--- config.mk ---
export PLATFORM = sky130hd
export DESIGN_NAME = snk_ioctl_loader_flat
export DESIGN_NICKNAME = d
export VERILOG_FILES = /design/src/rtl/snk_ioctl_loader_if.sv /design/src/rtl/snk_ioctl_loader.sv /design/src/flat_wrapper.sv
export SDC_FILE = /design/constraint.sdc
export NUM_CORES = 1
export LEC_CHECK = 0
export CAP_MARGIN = 15
export CELL_PAD_IN_SITES_DETAIL_PLACEMENT = 0
export CELL_PAD_IN_SITES_GLOBAL_PLACEMENT = 1
export CORE_MARGIN = 10
export CORE_UTILIZATION = 25
export CTS_BUF_LIST = sky130_fd_sc_hd__clkbuf_8 sky130_fd_sc_hd__clkbuf_16
export DETAILED_ROUTE_END_ITERATION = 16
export GPL_ROUTABILITY_DRIVEN = 0
export PLACE_DENSITY_LB_ADDON = 0.1
export SLEW_MARGIN = 20
export SYNTH_ARGS = -nofsm -noshare
export SYNTH_HDL_FRONTEND = slang
export SYNTH_SLANG_ARGS = --single-unit
--- constraint.sdc ---
create_clock -name i_clk -period 5.05 [get_ports i_clk]
set_input_delay 0.505 -clock i_clk [delete_from_list [all_inputs] [get_ports i_clk]]
set_output_delay 0.505 -clock i_clk [all_outputs]
set_load 0.02 [all_outputs]
--- src/rtl/snk_ioctl_loader_if.sv ---
// Download/ROM-write bus between hps_io and the loader, and from the loader
// into the ROM regions. The master side is the host/ROM side and the slave
// side is the loader.
interface snk_ioctl_loader_if #(
  parameter int NREG = 4
);
  logic            ioctl_download;
  logic [7:0]      ioctl_index;
  logic            ioctl_wr;
  logic [24:0]     ioctl_addr;
  logic [7:0]      ioctl_dout;
  logic            ioctl_wait;
  logic [NREG-1:0] rgn_rdy;
  logic [NREG-1:0] rgn_wr;
  logic [24:0]     rgn_addr;
  logic [7:0]      rgn_data;

  modport master (
    output ioctl_download, ioctl_index, ioctl_wr, ioctl_addr, ioctl_dout, rgn_rdy,
    input  ioctl_wait, rgn_wr, rgn_addr, rgn_data
  );

  modport slave (
    input  ioctl_download, ioctl_index, ioctl_wr, ioctl_addr, ioctl_dout, rgn_rdy,
    output ioctl_wait, rgn_wr, rgn_addr, rgn_data
  );
endinterface

--- src/rtl/snk_ioctl_loader.sv ---
// ioctl download sequencer for the TripleZ80 core.
//
// Index-0 bytes are routed to one of NREG ROM regions. The region is the
// highest one whose base is <= the address, and the write port gets the
// offset into that region. A region that is not ready stalls hps_io through
// ioctl_wait, with a one-byte holding register. Index 1 sets the game select
// byte and index 254 sets the DIP banks. core_rstn is held low until a
// download has finished and a further RST_HOLD cycles have passed.
module snk_ioctl_loader #(
  parameter int                 NREG        = 4,
  parameter logic [NREG*25-1:0] REGION_BASE = {25'h30000, 25'h20000, 25'h10000, 25'h0},
  parameter logic [24:0]        ROM_END     = 25'h40000,
  parameter int                 RST_HOLD    = 16
) (
  input  logic                     i_clk,
  input  logic                     RESETn,
  snk_ioctl_loader_if.slave        bus,
  output logic [7:0]               game,
  output logic [7:0]               dsw1,
  output logic [7:0]               dsw2,
  output logic                     rom_loaded,
  output logic                     rom_overflow,
  output logic                     core_rstn
);

  localparam int SELW = (NREG > 1) ? $clog2(NREG) : 1;
  localparam int CNTW = (RST_HOLD > 1) ? $clog2(RST_HOLD + 1) : 1;

  typedef enum logic [2:0] {IDLE, ROM, HOLD, POST, RUN} state_t;

  state_t            state_q, state_d;
  logic              wait_q, wait_d;
  logic [NREG-1:0]   wr_q, wr_d;
  logic [24:0]       addr_q, addr_d;
  logic [7:0]        data_q, data_d;
  logic [SELW-1:0]   pend_rgn_q, pend_rgn_d;
  logic [24:0]       pend_off_q, pend_off_d;
  logic [7:0]        pend_data_q, pend_data_d;
  logic [CNTW-1:0]   cnt_q, cnt_d;
  logic              loaded_q, loaded_d;
  logic              ovf_q, ovf_d;
  logic              crst_q, crst_d;
  logic [7:0]        game_q, dsw1_q, dsw2_q;

  // Region decode: ascending bases, so the last match is the highest region.
  // Regions that start at or past ROM_END can never own a byte.
  logic              hit;
  logic [SELW-1:0]   sel;
  logic [24:0]       sel_base;
  logic [24:0]       sel_off;

  // Address decode for the incoming byte
  always_comb begin
    hit      = 1'b0;
    sel      = '0;
    sel_base = '0;
    for (int i = 0; i < NREG; i++) begin
      if ((REGION_BASE[i*25 +: 25] < ROM_END) &&
          (bus.ioctl_addr >= REGION_BASE[i*25 +: 25])) begin
        hit      = 1'b1;
        sel      = SELW'(i);
        sel_base = REGION_BASE[i*25 +: 25];
      end
    end
    sel_off = bus.ioctl_addr - sel_base;
  end

  logic start_rom;
  logic rom_byte;
  assign start_rom = bus.ioctl_download && (bus.ioctl_index == 8'd0);
  assign rom_byte  = bus.ioctl_wr && (bus.ioctl_index == 8'd0);

  // Download FSM: next state, write strobes, stall and load status
  always_comb begin
    state_d     = state_q;
    wait_d      = wait_q;
    wr_d        = '0;
    addr_d      = addr_q;
    data_d      = data_q;
    pend_rgn_d  = pend_rgn_q;
    pend_off_d  = pend_off_q;
    pend_data_d = pend_data_q;
    cnt_d       = cnt_q;
    loaded_d    = loaded_q;
    ovf_d       = ovf_q;
    crst_d      = crst_q;
    case (state_q)
      IDLE, RUN: begin
        if (start_rom) begin
          state_d  = ROM;
          loaded_d = 1'b0;
          ovf_d    = 1'b0;
          crst_d   = 1'b0;
        end
      end
      ROM: begin
        if (!bus.ioctl_download) begin
          state_d = POST;
          cnt_d   = CNTW'(RST_HOLD);
        end else if (rom_byte) begin
          if (bus.ioctl_addr >= ROM_END) begin
            ovf_d = 1'b1;
          end else if (hit) begin
            if (bus.rgn_rdy[sel]) begin
              wr_d[sel] = 1'b1;
              addr_d    = sel_off;
              data_d    = bus.ioctl_dout;
            end else begin
              // Park the byte and stall hps_io until the region frees up
              pend_rgn_d  = sel;
              pend_off_d  = sel_off;
              pend_data_d = bus.ioctl_dout;
              wait_d      = 1'b1;
              state_d     = HOLD;
            end
          end
        end
      end
      HOLD: begin
        // Any ioctl_wr seen here breaks the wait protocol and is dropped. If the
        // download ended meanwhile, ROM moves on to POST after this write.
        if (bus.rgn_rdy[pend_rgn_q]) begin
          wr_d[pend_rgn_q] = 1'b1;
          addr_d           = pend_off_q;
          data_d           = pend_data_q;
          wait_d           = 1'b0;
          state_d          = ROM;
        end
      end
      POST: begin
        if (cnt_q <= CNTW'(1)) begin
          state_d  = RUN;
          cnt_d    = '0;
          loaded_d = 1'b1;
          crst_d   = 1'b1;
        end else begin
          cnt_d = cnt_q - CNTW'(1);
        end
      end
      default: state_d = IDLE;
    endcase
  end

  // FSM and datapath registers; reset drops any parked byte
  always_ff @(posedge i_clk or negedge RESETn) begin
    if (!RESETn) begin
      state_q     <= IDLE;
      wait_q      <= 1'b0;
      wr_q        <= '0;
      addr_q      <= '0;
      data_q      <= '0;
      pend_rgn_q  <= '0;
      pend_off_q  <= '0;
      pend_data_q <= '0;
      cnt_q       <= '0;
      loaded_q    <= 1'b0;
      ovf_q       <= 1'b0;
      crst_q      <= 1'b0;
    end else begin
      state_q     <= state_d;
      wait_q      <= wait_d;
      wr_q        <= wr_d;
      addr_q      <= addr_d;
      data_q      <= data_d;
      pend_rgn_q  <= pend_rgn_d;
      pend_off_q  <= pend_off_d;
      pend_data_q <= pend_data_d;
      cnt_q       <= cnt_d;
      loaded_q    <= loaded_d;
      ovf_q       <= ovf_d;
      crst_q      <= crst_d;
    end
  end

  // Game select and DIP capture; accepted in any FSM state and never stalls
  always_ff @(posedge i_clk or negedge RESETn) begin
    if (!RESETn) begin
      game_q <= '0;
      dsw1_q <= '0;
      dsw2_q <= '0;
    end else if (bus.ioctl_wr) begin
      if ((bus.ioctl_index == 8'd1) && (bus.ioctl_addr == 25'd0))
        game_q <= bus.ioctl_dout;
      if ((bus.ioctl_index == 8'd254) && (bus.ioctl_addr < 25'd2)) begin
        if (bus.ioctl_addr[0]) dsw2_q <= bus.ioctl_dout;
        else                   dsw1_q <= bus.ioctl_dout;
      end
    end
  end

  assign bus.ioctl_wait = wait_q;
  assign bus.rgn_wr     = wr_q;
  assign bus.rgn_addr   = addr_q;
  assign bus.rgn_data   = data_q;
  assign game           = game_q;
  assign dsw1           = dsw1_q;
  assign dsw2           = dsw2_q;
  assign rom_loaded     = loaded_q;
  assign rom_overflow   = ovf_q;
  assign core_rstn      = crst_q;

endmodule

--- src/flat_wrapper.sv ---
// flat-port wrapper written by rule: the top's interface ports become plain ports
module snk_ioctl_loader_flat 
#(
  parameter int                 NREG        = 4,
  parameter logic [NREG*25-1:0] REGION_BASE = {25'h30000, 25'h20000, 25'h10000, 25'h0},
  parameter logic [24:0]        ROM_END     = 25'h40000,
  parameter int                 RST_HOLD    = 16
)
  (i_clk, RESETn, game, dsw1, dsw2, rom_loaded, rom_overflow, core_rstn, bus_ioctl_download, bus_ioctl_index, bus_ioctl_wr, bus_ioctl_addr, bus_ioctl_dout, bus_rgn_rdy, bus_ioctl_wait, bus_rgn_wr, bus_rgn_addr, bus_rgn_data);
  snk_ioctl_loader_if #(.NREG(NREG)) bus_i ();
  input  logic i_clk;
  input  logic RESETn;
  output logic [7:0] game;
  output logic [7:0] dsw1;
  output logic [7:0] dsw2;
  output logic rom_loaded;
  output logic rom_overflow;
  output logic core_rstn;
  input wire logic [$bits(bus_i.ioctl_download)-1:0] bus_ioctl_download;
  input wire logic [$bits(bus_i.ioctl_index)-1:0] bus_ioctl_index;
  input wire logic [$bits(bus_i.ioctl_wr)-1:0] bus_ioctl_wr;
  input wire logic [$bits(bus_i.ioctl_addr)-1:0] bus_ioctl_addr;
  input wire logic [$bits(bus_i.ioctl_dout)-1:0] bus_ioctl_dout;
  input wire logic [$bits(bus_i.rgn_rdy)-1:0] bus_rgn_rdy;
  output wire logic [$bits(bus_i.ioctl_wait)-1:0] bus_ioctl_wait;
  output wire logic [$bits(bus_i.rgn_wr)-1:0] bus_rgn_wr;
  output wire logic [$bits(bus_i.rgn_addr)-1:0] bus_rgn_addr;
  output wire logic [$bits(bus_i.rgn_data)-1:0] bus_rgn_data;
  assign bus_i.ioctl_download = bus_ioctl_download;
  assign bus_i.ioctl_index = bus_ioctl_index;
  assign bus_i.ioctl_wr = bus_ioctl_wr;
  assign bus_i.ioctl_addr = bus_ioctl_addr;
  assign bus_i.ioctl_dout = bus_ioctl_dout;
  assign bus_i.rgn_rdy = bus_rgn_rdy;
  assign bus_ioctl_wait = bus_i.ioctl_wait;
  assign bus_rgn_wr = bus_i.rgn_wr;
  assign bus_rgn_addr = bus_i.rgn_addr;
  assign bus_rgn_data = bus_i.rgn_data;
  snk_ioctl_loader #(.NREG(NREG), .REGION_BASE(REGION_BASE), .ROM_END(ROM_END), .RST_HOLD(RST_HOLD)) u_core (.i_clk(i_clk), .RESETn(RESETn), .bus(bus_i), .game(game), .dsw1(dsw1), .dsw2(dsw2), .rom_loaded(rom_loaded), .rom_overflow(rom_overflow), .core_rstn(core_rstn));
endmodule
==> results.txt, run 1 <==
The post-placement cell area came out at about 6400 µm². The fmax is approximately 310 MHz. The final hold slack is between 0.15 and 0.2 ns. The finished layout holds about 800 standard cells, fillers aside. The number of nets at the end of the flow is between 500 and 600.

The horizontal die dimension is between 150 and 200 µm. The master of the slowest instance on the critical path is sky130_fd_sc_hd__clkdlybuf4s50_1. Relative to the synthesized area, the layout overhead comes to 33.1%. The tightest min-delay check is of the primary input to async pin type.

The critical path ends at u_core.bus.rgn_addr[22]. The worst voltage drop across the vdd grid is ~0.15 mV. The number of H-tree levels came out at 3. For this run, the detailed router's first-pass iteration total came to 4.

The core area came out at between 20000 and 25000 µm². The final worst clock skew came out at between 0.015 and 0.02 ns. The clock period minus final worst setup slack is about 3.2 ns. The run finished with clean final reports.

Setup violations remaining at the end of the flow were counted as 0. The delay of the slowest critical-path stage is a little over 0.6 ns. The cell depth of the worst setup path came out at 12. The worst register-to-register path ends at u_core.bus.rgn_addr[18]. For this design, the CTS-stage hold fixing added 0 buffers. In the final routed layout, each cell accounts on average for 19.4 µm. The clock sink count is approximately 110. The largest delay contributor family on the critical path is simple AND/OR/NAND/NOR gates. The start point of the critical path is bus_ioctl_addr[18]. The number of global-route vias before repair came to ~4.0k. The first global-routing pass estimated approximately 24 mm of wire.

The initial standard-cell utilization of the core is between 20% and 30%. The post-synthesis instance total is 402. The floorplan has 52 rows.

The number of antenna violations at the first check in global routing is 0. For this run, the total global-route usage over all layers was measured as between 10% and 20%. The detailed router placed about 3.6k vias in this run. The pin count of the biggest net entering global routing is between 70 and 80. The worst setup path is launched from a primary input. The final critical path takes up between 60 and 70% of the cycle. STA classifies the critical path endpoint as a flip-flop. The unique cell type count in the Yosys netlist is 53. Once layout is complete, the utilization of the core stands at 33.6%. The filler cell count in the final layout is between 2k and 2.5k. The buffer and inverter count on the worst path came out at 2.

The number of register bits inferred by synthesis is approximately 110. In this run the static leakage power is between 2 and 3 nW. The count of antenna-violating nets left after detailed routing is 0. The initial detailed-routing violation count is 163.

The count of final max-slew check failures came to 0. The completed layout was analyzed and its total power is roughly 2.8 mW. The routed wire length is 15.2 mm. Data on the critical path arrives at its endpoint at ~3.4 ns.

In this run the tightest slew margin relative to its limit is 44.7%. The total nets after synthesis came out at ~460. The post-layout instance area is roughly 6700 µm². The DRC violation count after routing came out at 0. The post-CTS clock slew at the launch and capture registers of the worst setup and hold paths is ~0.07 ns. The worst path meets setup with around 1.9 ns of slack. Traced cell by cell, the critical path runs through clkdlybuf4s50_1, nor3_1, and2_1, nand2_1, ha_1, inv_1, fa_1, or4_1, nor2_1, xnor2_1, o21ai_0, mux2_4. The estimated wirelength of the detail-placed design came out at 10.7 mm.

The power density of the placed cells came out at 419 nW/µm². The die covers around 26000 µm². The diode insertion count for antenna repair is 0.

In this run the deepest clock path goes through 2 buffers. The sum of overflow across all layers after global routing came out at 0. The share of flip-flops with an asynchronous set or reset is 100%. The minimum setup slack after placement came out at around 1.5 ns. The netlist area before placement came out at around 5000 µm². The mean post-synth cell area is ~13 µm². The total count of hold-check failures in the final report was 0. The final total negative setup slack came out at 0 ns. The placed instance count is ~770. The vertical die dimension is 162 µm. The actual slew at the worst max-slew pin is a little over 0.8 ns. The I/O pin count came out at around 110. The maximum fanout along the worst path came out at 7. The post-CTS setup buffer count came out at 0. The via-per-instance ratio is ~4.5. The required time at the worst-slack endpoint came out at between 5 and 6 ns. The number of synthesized flops with an enable pin came out at 0. Among all flip-flop cells after synthesis, the most frequent one is sky130_fd_sc_hd__dfrtp_1. Once the clock tree was built, the resizer swapped 0 gates to a different size. The critical path is of the primary input to flip-flop type.

The register-to-register path setup slack is 2.73 ns. The layout cell share with drive strength beyond 1 came out at between 15 and 20%. In this run the critical register-to-register path is launched from u_core.state_q[0]. The total number of yosys warnings is 0.

Counting the buffers created by CTS gives 9. The cell sitting at the root of the clock tree is a sky130_fd_sc_hd__clkbuf_16. The sequential share of the synthesized area is between 50% and 60%. The quantity of I/O buffers inserted on ports is 113. The cell count of the worst reg-to-reg path came out at 6.

TritonCTS built the clock tree. The max-capacitance violation count is 0. Setup repair after global routing left no endpoint under its margin. The clock insertion delay at the later pin of the skew report came out at 0.36 ns.
## worst reg2reg max path, delay by kind of cell, from the launching register on
| kind | cells | cell delay (ns) |
|---|---|---|
| flip-flops | 1 | 0.47 |
| AND/OR/NAND/NOR | 2 | 0.62 |
| multiplexers | 1 | 0.38 |
| AO/OA/AOI/OAI | 1 | 0.18 |
| buffers and inverters | 2 | 0.54 |
## synth_stat cells, types with 3 or more instances
| cell | n | area [µm²] |
|---|---|---|
| sky130_fd_sc_hd__nand3_1 | 4 | 20.0 |
| sky130_fd_sc_hd__ha_1 | 4 | 50.1 |
| sky130_fd_sc_hd__dfrtp_1 | 107 | 2680 |
| sky130_fd_sc_hd__clkbuf_1 | 8 | 30.0 |
| sky130_fd_sc_hd__nor4b_1 | 3 | 26.3 |
| sky130_fd_sc_hd__nand3b_1 | 5 | 37.5 |
| sky130_fd_sc_hd__mux2_2 | 22 | 248 |
| sky130_fd_sc_hd__mux2_1 | 8 | 90.1 |
| sky130_fd_sc_hd__xnor2_1 | 4 | 35.0 |
| sky130_fd_sc_hd__nor2_1 | 30 | 113 |
| sky130_fd_sc_hd__mux2_4 | 28 | 420 |
| sky130_fd_sc_hd__nor4_1 | 4 | 25.0 |
| sky130_fd_sc_hd__nand2_1 | 24 | 90.1 |
| sky130_fd_sc_hd__o221a_1 | 20 | 225 |
| sky130_fd_sc_hd__nand4_1 | 5 | 31.3 |
| sky130_fd_sc_hd__a21oi_1 | 7 | 35.0 |
| sky130_fd_sc_hd__o221a_2 | 6 | 67.6 |
| sky130_fd_sc_hd__nor3_1 | 4 | 20.0 |
| sky130_fd_sc_hd__buf_2 | 3 | 15.0 |
| sky130_fd_sc_hd__inv_1 | 8 | 30.0 |
| sky130_fd_sc_hd__xor2_1 | 3 | 26.3 |
| sky130_fd_sc_hd__nand2b_1 | 31 | 194 |
| sky130_fd_sc_hd__o31ai_1 | 4 | 30.0 |
| sky130_fd_sc_hd__o21ai_0 | 16 | 80.1 |
| sky130_fd_sc_hd__buf_6 | 8 | 90.1 |
## area by class of cell
| class | count | area, µm² | share of cell area (%) |
|---|---|---|---|
| clock buffer | 10 | 239 | 3.54 |
| tap | 270 | 338 | 5.01 |
| timing repair buffer | 119 | 1180 | 17.5 |
| clock inverter | 6 | 57.6 | 0.853 |
| multi-input combinational | 267 | 2230 | 33.0 |
| sequential | 107 | 2680 | 39.7 |
| inverter | 8 | 30.0 | 0.445 |
## report_power, final
| part | total, mW | internal [mW] | switching, mW |
|---|---|---|---|
| Sequential | 1.14 | 1.02 | 0.120 |
| Combinational | 0.975 | 0.495 | 0.481 |
| Clock | 0.712 | 0.359 | 0.353 |
## placed cells by master (no fill, tap or decap), types with 3 or more instances in the layout
master and instances:
sky130_fd_sc_hd__clkdlybuf4s50_1 112, sky130_fd_sc_hd__dfrtp_1 107, sky130_fd_sc_hd__nand2b_1 31, sky130_fd_sc_hd__nor2_1 30, sky130_fd_sc_hd__mux2_4 28, sky130_fd_sc_hd__nand2_1 24
sky130_fd_sc_hd__mux2_2 22, sky130_fd_sc_hd__o221a_1 20, sky130_fd_sc_hd__o21ai_0 16, sky130_fd_sc_hd__clkbuf_16 9, sky130_fd_sc_hd__inv_1 8, sky130_fd_sc_hd__mux2_1 8
sky130_fd_sc_hd__a21oi_1 7, sky130_fd_sc_hd__o221a_2 6, sky130_fd_sc_hd__buf_4 6, sky130_fd_sc_hd__nand4_1 5, sky130_fd_sc_hd__nand3b_1 5, sky130_fd_sc_hd__nor3_1 4
sky130_fd_sc_hd__nand3_1 4, sky130_fd_sc_hd__nor4_1 4, sky130_fd_sc_hd__o31ai_1 4, sky130_fd_sc_hd__xnor2_1 4, sky130_fd_sc_hd__ha_1 4, sky130_fd_sc_hd__nor4b_1 3
sky130_fd_sc_hd__xor2_1 3, sky130_fd_sc_hd__inv_6 3
## registers in the layout, summed over array words and instances (netlist names), 2 cells and up
| name | count |
|---|---|
| u_core.state_q | 3 |
| u_core.pend_rgn_q | 2 |
| u_core.dsw1 | 8 |
| u_core.bus.rgn_data | 8 |
| u_core.dsw2 | 8 |
| u_core.game | 8 |
| u_core.pend_data_q | 8 |
| u_core.bus.rgn_addr | 25 |
| u_core.bus.rgn_wr | 4 |
| u_core.pend_off_q | 25 |
| u_core.cnt_q | 5 |
## worst min path at each step
stage	startpoint	end	slack [ns]	depth (start not counted)
after detailed placement	u_core.bus.ioctl_wait	u_core.bus.ioctl_wait	0.47	2
after global placement	u_core.pend_off_q[16]	u_core.pend_off_q[16]	0.46	2
after CTS	RESETn	u_core.cnt_q[4]	0.38	1
final	RESETn	u_core.cnt_q[4]	0.16	1
after floorplan	RESETn	u_core.bus.ioctl_wait	0.21	0
after global routing	RESETn	u_core.cnt_q[4]	0.23	1
## kinds of logic (layout without fill, tap and decap cells)
family | Yosys count | after routing | share of synthesized area [%]
AO/OA/AOI/OAI | 65 | 65 | 10.7
XOR/XNOR | 7 | 7 | 1.21
adder cells (fa/ha/maj) | 5 | 5 | 1.38
buffers and inverters | 28 | 143 | 3.41
flip-flops | 107 | 107 | 52.8
multiplexers | 61 | 61 | 15.8
AND/OR/NAND/NOR | 129 | 129 | 14.7
## layer usage
| layer | up-vias | routed length, µm | GRT usage, % |
|---|---|---|---|
| met5 | - | 0 | 0 |
| met4 | 0 | 164 | 3.47 |
| met3 | 10 | 769 | 2.98 |
| met2 | 81 | 7380 | 19.1 |
| met1 | 1778 | 6940 | 15.4 |
| li1 | 1683 | - | - |
(Power assumes the default switching activity.)
==> inputs of run 2 (changes only) <==
Clock period 5.05 ns to 2.7 ns, I/O delays scaled along.
==> run 2 against run 1 <==
Non-clock buffer count is 36 higher. Final cell count is 4.6% higher. Clock power is 95% higher. Combinational power is 91% higher.
==> results.txt, run 2 (same netlist as run 1, synthesis figures left out) <==
The leakage power summed over all cells is between 3 and 4 nW. The overall power of the completed layout came out at 5.39 mW. The I/O pin count came out at around 110. The TritonCTS clock tree is yes.

The power density of the placed cells is around 760 nW/µm². The post-CTS clock slew at the launch and capture registers of the worst setup and hold paths is approximately 0.080 ns. The routed length per instance came out at 19.1 µm. The initial detailed-routing violation count is between 100 and 150. For this run, the total global-route usage over all layers was measured as 11.9%.

Max-cap violations in this run came to 0. The quantity of I/O buffers inserted on ports is between 100 and 150. The vertical die dimension is 162 µm. Leaving out fill and tap cells, the most frequent cells in the layout are sky130_fd_sc_hd__clkdlybuf4s50_1 (112), sky130_fd_sc_hd__dfrtp_1 (107), sky130_fd_sc_hd__buf_4 (37). The DRC violation count after routing is 0.

Setup violations remaining at the end of the flow were counted as 0. Clock skew on the completed layout was measured at between 0.007 and 0.008 ns. The area growth from synthesis to layout came out at 39.9%.

STA classifies the critical path startpoint as a primary input. The post-CTS setup buffer count came out at 0. The arrival time reported for the critical path endpoint came out at ~2.7 ns. The post-placement cell area is about 6800 µm².

The clock root buffer is sky130_fd_sc_hd__clkbuf_16. Setup repair after global routing left no endpoint under its margin. The final period utilization is 91.6%.

The area used by multi-input combinational logic is around 2200 µm². The count of nets left with antenna violations once routing finished came out at 0. The buffer depth of the longest clock path is 2. Of the cells placed in the final design, the portion with a size suffix greater than 1 is a little under a quarter. The first detailed-routing pass took 4 iterations. The worst voltage drop across the vdd grid is 0.314 mV. The initial standard-cell utilization of the core came out at 25.2%. The path type of the worst min-delay path is primary input to async pin. The post-layout instance area came out at between 7000 and 8000 µm². The total count of hold-check failures in the final report came to 0. The routed wire length came out at approximately 16 mm. The horizontal die dimension came out at 162 µm. Detailed placement ended at an HPWL of 11.5 mm. The most common cell after layout, fill and taps aside is sky130_fd_sc_hd__clkdlybuf4s50_1. The die covers ~26000 µm². Static timing analysis puts the maximum clock frequency at 404 MHz. The run finished with clean final reports. The normalized max-slew margin is 58.6%. The number of clock buffers inserted by TritonCTS is 9. In the final design database the tool counted about 600 nets. The via-per-instance ratio is 4.52. The clock insertion delay at the later pin of the skew report is around 0.35 ns. The endpoint class of the critical path is a flip-flop.

The core area is slightly above 20000 µm². The filler cell count in the final layout came out at 1997. The clock sink count came out at between 100 and 150. The number of global-route vias before repair came out at 3978. The global-route wire length before repair is 24.2 mm.

The number of antenna violations at the first check in global routing came out at 0. The clock period minus final worst setup slack is 2.47 ns. The storage element area is about 2700 µm².

The diode insertion count for antenna repair is 0. The number of H-tree levels is 3. The pin count of the biggest net entering global routing came out at 43.

The sum of overflow across all layers after global routing came out at 0. The total via count after detailed routing came out at approximately 3.7k. Measured in cells, the most critical reg-to-reg path has a length of 5. For the pin with the worst max-slew slack, the measured transition is just over 0.6 ns. The worst setup path is of the primary input to flip-flop kind. The count of final max-slew check failures came out at 0. The required time at the worst-slack endpoint is a little under 3 ns.

Along the worst path, the maximum fanout reaches 2. The count of standard-cell rows is 52.
==> run 2: cell count changes in the layout (fill, tap and decap cells not counted) <==
| cell | delta |
|---|---|
| sky130_fd_sc_hd__buf_6 | -1 |
| sky130_fd_sc_hd__clkbuf_8 | -1 |
| sky130_fd_sc_hd__bufinv_16 | +1 |
| sky130_fd_sc_hd__clkinv_2 | +1 |
| sky130_fd_sc_hd__buf_12 | +5 |
| sky130_fd_sc_hd__buf_4 | +31 |
| sky130_fd_sc_hd__dlygate4sd3_1 | +1 |
| sky130_fd_sc_hd__clkinvlp_4 | -1 |
==> run 2: path summary, 6_finish.rpt <==
check                                      start                 endpoint  slack [ns]
max reg2reg                 u_core.pend_rgn_q[0]  u_core.bus.rgn_addr[17]        0.58
max in group asynchronous                 RESETn   u_core.bus.rgn_addr[3]        1.46
min                                       RESETn          u_core.cnt_q[3]        0.45
min reg2reg                u_core.pend_off_q[16]    u_core.pend_off_q[16]        0.49
min in group i_clk         u_core.pend_off_q[16]    u_core.pend_off_q[16]        0.49
max                           bus_ioctl_addr[22]  u_core.bus.rgn_addr[22]        0.23
==> run 2: cell type report <==
cell class / instances / area share, %
inverters: 8 / 0.424
repair buffers: 155 / 21.3
well taps: 270 / 4.76
clock buffers: 9 / 3.18
clock inverters: 7 / 1.20
flip-flops and latches: 107 / 37.8
multi-input cells: 267 / 31.4
==> run 2: what timing repair did <==
item	CTS	global route
hold buffers	1	0
resized for setup	0	0
hold endpoints to repair	40	0
==> run 2: worst max-delay path, cell delays in order <==
cell and delay, ns:
sky130_fd_sc_hd__clkdlybuf4s50_1 0.53, sky130_fd_sc_hd__nor4_4 0.06, sky130_fd_sc_hd__and2_1 0.15, sky130_fd_sc_hd__nand2_1 0.09, sky130_fd_sc_hd__ha_1 0.16, sky130_fd_sc_hd__inv_1 0.05, sky130_fd_sc_hd__fa_1 0.37, sky130_fd_sc_hd__or4_1 0.44
sky130_fd_sc_hd__nor2_1 0.14, sky130_fd_sc_hd__xnor2_1 0.12, sky130_fd_sc_hd__o21ai_0 0.08, sky130_fd_sc_hd__mux2_4 0.26
==> run 2: routing by layer <==
| layer | vias to the layer above | share of wire, % | global-route usage (%) |
|---|---|---|---|
| met3 | 5 | 5.4 | 4.07 |
| met4 | 0 | 0.60 | 2.23 |
| met1 | 1888 | 45 | 14.6 |
| met2 | 74 | 49 | 20.1 |
| met5 | - | 0 | 0 |
| li1 | 1752 | - | - |
==> run 2: power breakdown <==
group          switching, mW  internal, mW
Combinational          0.899         0.965
Sequential             0.226          1.91
Clock                  0.654         0.737
==> run 2: through the flow <==
stage	hold slack [ns]	TNS [ns]	setup WS [ns]	utilization, %	instances
floorplan	-0.0256	0	0.103	-	402
global placement	0.314	-2.98	-0.170	33.7	806
detailed placement	0.316	-2.19	-0.153	33.7	806
CTS	0.485	0	0.218	35.3	823
global route	0.504	0	0.0905	35.3	823
finish	0.453	0	0.226	35.3	823
==> inputs of run 3 (changes only) <==
Settings changed: SETUP_SLACK_MARGIN from default to 0.1.
==> run 3 against run 2 <==
Clock skew unchanged. Via count unchanged. Hold slack unchanged. Register-to-register slack about the same. Die area unchanged. Total power unchanged. Largest power group unchanged. Critical path depth unchanged. Worst setup slack unchanged. Global-route usage unchanged. Core utilization unchanged. Largest cell class unchanged.
==> results.txt, run 3 (same netlist as run 1, synthesis figures left out) <==
After detailed routing, the total wire length is between 15 and 20 mm. The number of cells on the worst reg-to-reg path is 5. The final worst clock skew is around 0.0075 ns. The buffer depth of the longest clock path came out at 2. The required time at the worst-slack endpoint is between 2 and 3 ns.

The count of final max-slew check failures is 0. The signal on the critical path passes through clkdlybuf4s50_1, nor4_4, and2_1, nand2_1, ha_1, inv_1, fa_1, or4_1, nor2_1, xnor2_1, o21ai_0, mux2_4. In this run the critical register-to-register path is launched from u_core.pend_rgn_q[0]. The overall global routing resource usage came out at around an eighth. The end of the worst register-to-register path is u_core.bus.rgn_addr[17]. For the worst setup path, the data arrival time is approximately 2.7 ns. The cell family contributing the most delay on the critical path is simple AND/OR/NAND/NOR gates. The fmax is around 400 MHz. The sequential cells in the finished layout cover a total of between 2000 and 3000 µm².

IR analysis of the VDD net gives a maximum drop of 0.314 mV. The post-layout utilization of the core came out at a little over a third. The clock root buffer is sky130_fd_sc_hd__clkbuf_16. The DRC violation count after routing is 0. The number of nets at the end of the flow is roughly 600.

The H-tree generated during clock tree synthesis spans 3 levels. The final period utilization came out at between 90% and 100%. The diode insertion count for antenna repair came out at 0.

The horizontal die dimension is around 160 µm. In this run the remaining antenna-violating nets after routing total 0. The TritonCTS clock tree is yes. The filler cells instantiated in the layout total 1997. The tightest min-delay check is of the primary input to async pin type.

The initial standard-cell utilization of the core came out at about a quarter. The number of clock buffers inserted by TritonCTS is 9. The top cell types in the final layout, fill and taps aside, are sky130_fd_sc_hd__clkdlybuf4s50_1 (112), sky130_fd_sc_hd__dfrtp_1 (107), sky130_fd_sc_hd__buf_4 (37). The critical path is of the primary input to flip-flop type. The post-CTS setup buffer count came out at 0.

The number of antenna violations at the first check in global routing is 0. The setup-violating endpoint count in the final report came out at 0. The routed length per instance is roughly 19 µm. The buffer and inverter count on the worst path came out at 2. The number of global-route vias before repair is 3978. The area used by multi-input combinational logic came out at 2230 µm². For the pin with the worst max-slew slack, the measured transition is about 0.61 ns.

The worst path needs approximately 2.5 ns of the cycle, external delays included. In this run the worst setup path begins at bus_ioctl_addr[22]. The post-route netlist has a little under a quarter of its cells at a drive strength greater than 1. The master of the slowest instance on the critical path is sky130_fd_sc_hd__clkdlybuf4s50_1.

The via-per-instance ratio came out at between 4 and 5. The pin count of the biggest net entering global routing is 43. The maximum fanout along the worst path came out at 2. The sum of overflow across all layers after global routing came out at 0. The area growth from synthesis to layout is 39.9%. The final hold slack came out at 0.453 ns.

The power density of the placed cells came out at 760 nW/µm². For this design the static power due to leakage is slightly above 3 nW. The run finished with clean final reports.

The tree built by TritonCTS fans out to 107 sinks. The first global-routing pass estimated roughly 24 mm of wire. The clock insertion delay at the later pin of the skew report came out at between 0.3 and 0.4 ns. The register-to-register path setup slack is ~0.58 ns. The detailed-router iteration count before antenna repair is 4.

The I/O pin count is ~110. The normalized max-slew margin came out at ~59%. The max-capacitance violation count came out at 0. Setup repair after global routing left no endpoint under its margin.

The total count of hold-check failures in the final report is 0. The detailed router placed roughly 3.7k vias in this run. After the first detailed-routing iteration, the DRC count stood at between 100 and 150. The endpoint class of the critical path is a flip-flop. The count of buffers added on input and output ports is approximately 110. The core region is just over 20000 µm².

The floorplan die area came out at 26400 µm². The worst setup path is launched from a primary input. The wire-length estimate of the detail-placed layout is 11.5 mm.

The delay of the slowest critical-path stage came out at around 0.53 ns. Leaving out fill and tap cells, the most frequent cell in the layout is sky130_fd_sc_hd__clkdlybuf4s50_1. The vertical die dimension is 162 µm. The count of standard-cell rows is between 50 and 60.

The post-CTS clock slew at the launch and capture registers of the worst setup and hold paths came out at ~0.080 ns.
## run 3: cell counts in the layout (fill, tap and decap cells not counted)
No cell type changed its count.
## run 3: report_power, final
part / total, mW / internal (mW) / switching, mW
Combinational: 1.86 / 0.965 / 0.899
Sequential: 2.13 / 1.91 / 0.226
Clock: 1.39 / 0.737 / 0.654
## run 3: how the worst max path moves through the flow
stage | to | cells past startpoint
after floorplan | u_core.bus.rgn_addr[22] | 13
after global placement | u_core.bus.rgn_addr[23] | 12
after detailed placement | u_core.bus.rgn_addr[23] | 12
after CTS | u_core.bus.rgn_addr[23] | 12
after global routing | u_core.bus.rgn_addr[22] | 12
final | u_core.bus.rgn_addr[22] | 12
## run 3: final cells by class
cell class	count	area share, %
tap	270	4.76
sequential	107	37.8
multi-input combinational	267	31.4
inverter	8	0.424
clock inverter	7	1.20
timing repair buffer	155	21.3
clock buffer	9	3.18
## run 3: timing repair
item | 4_1_cts | 5_1_grt
setup endpoints to repair | 0 | 1
hold buffers | 1 | 0
gates resized for setup | 0 | 1
endpoints found under the hold margin | 40 | 0
## run 3: layer usage
| layer | wire (µm) | track usage [%] | share of wire (%) |
|---|---|---|---|
| met1 | 7030 | 14.6 | 45 |
| met2 | 7740 | 20.1 | 49 |
| met3 | 846 | 4.07 | 5.4 |
| met4 | 94 | 2.23 | 0.60 |
| met5 | 0 | 0 | 0 |
## run 3: through the flow
stage	power (mW)	instances	area, µm²	TNS [ns]	setup slack [ns]
finish	5.39	823	7090	0	0.226
global placement	4.06	806	6770	-2.98	-0.170
floorplan	3.13	402	5070	0	0.103
detailed placement	4.07	806	6770	-2.19	-0.153
CTS	5.50	823	7090	0	0.218
global route	5.72	823	7090	0	0.116
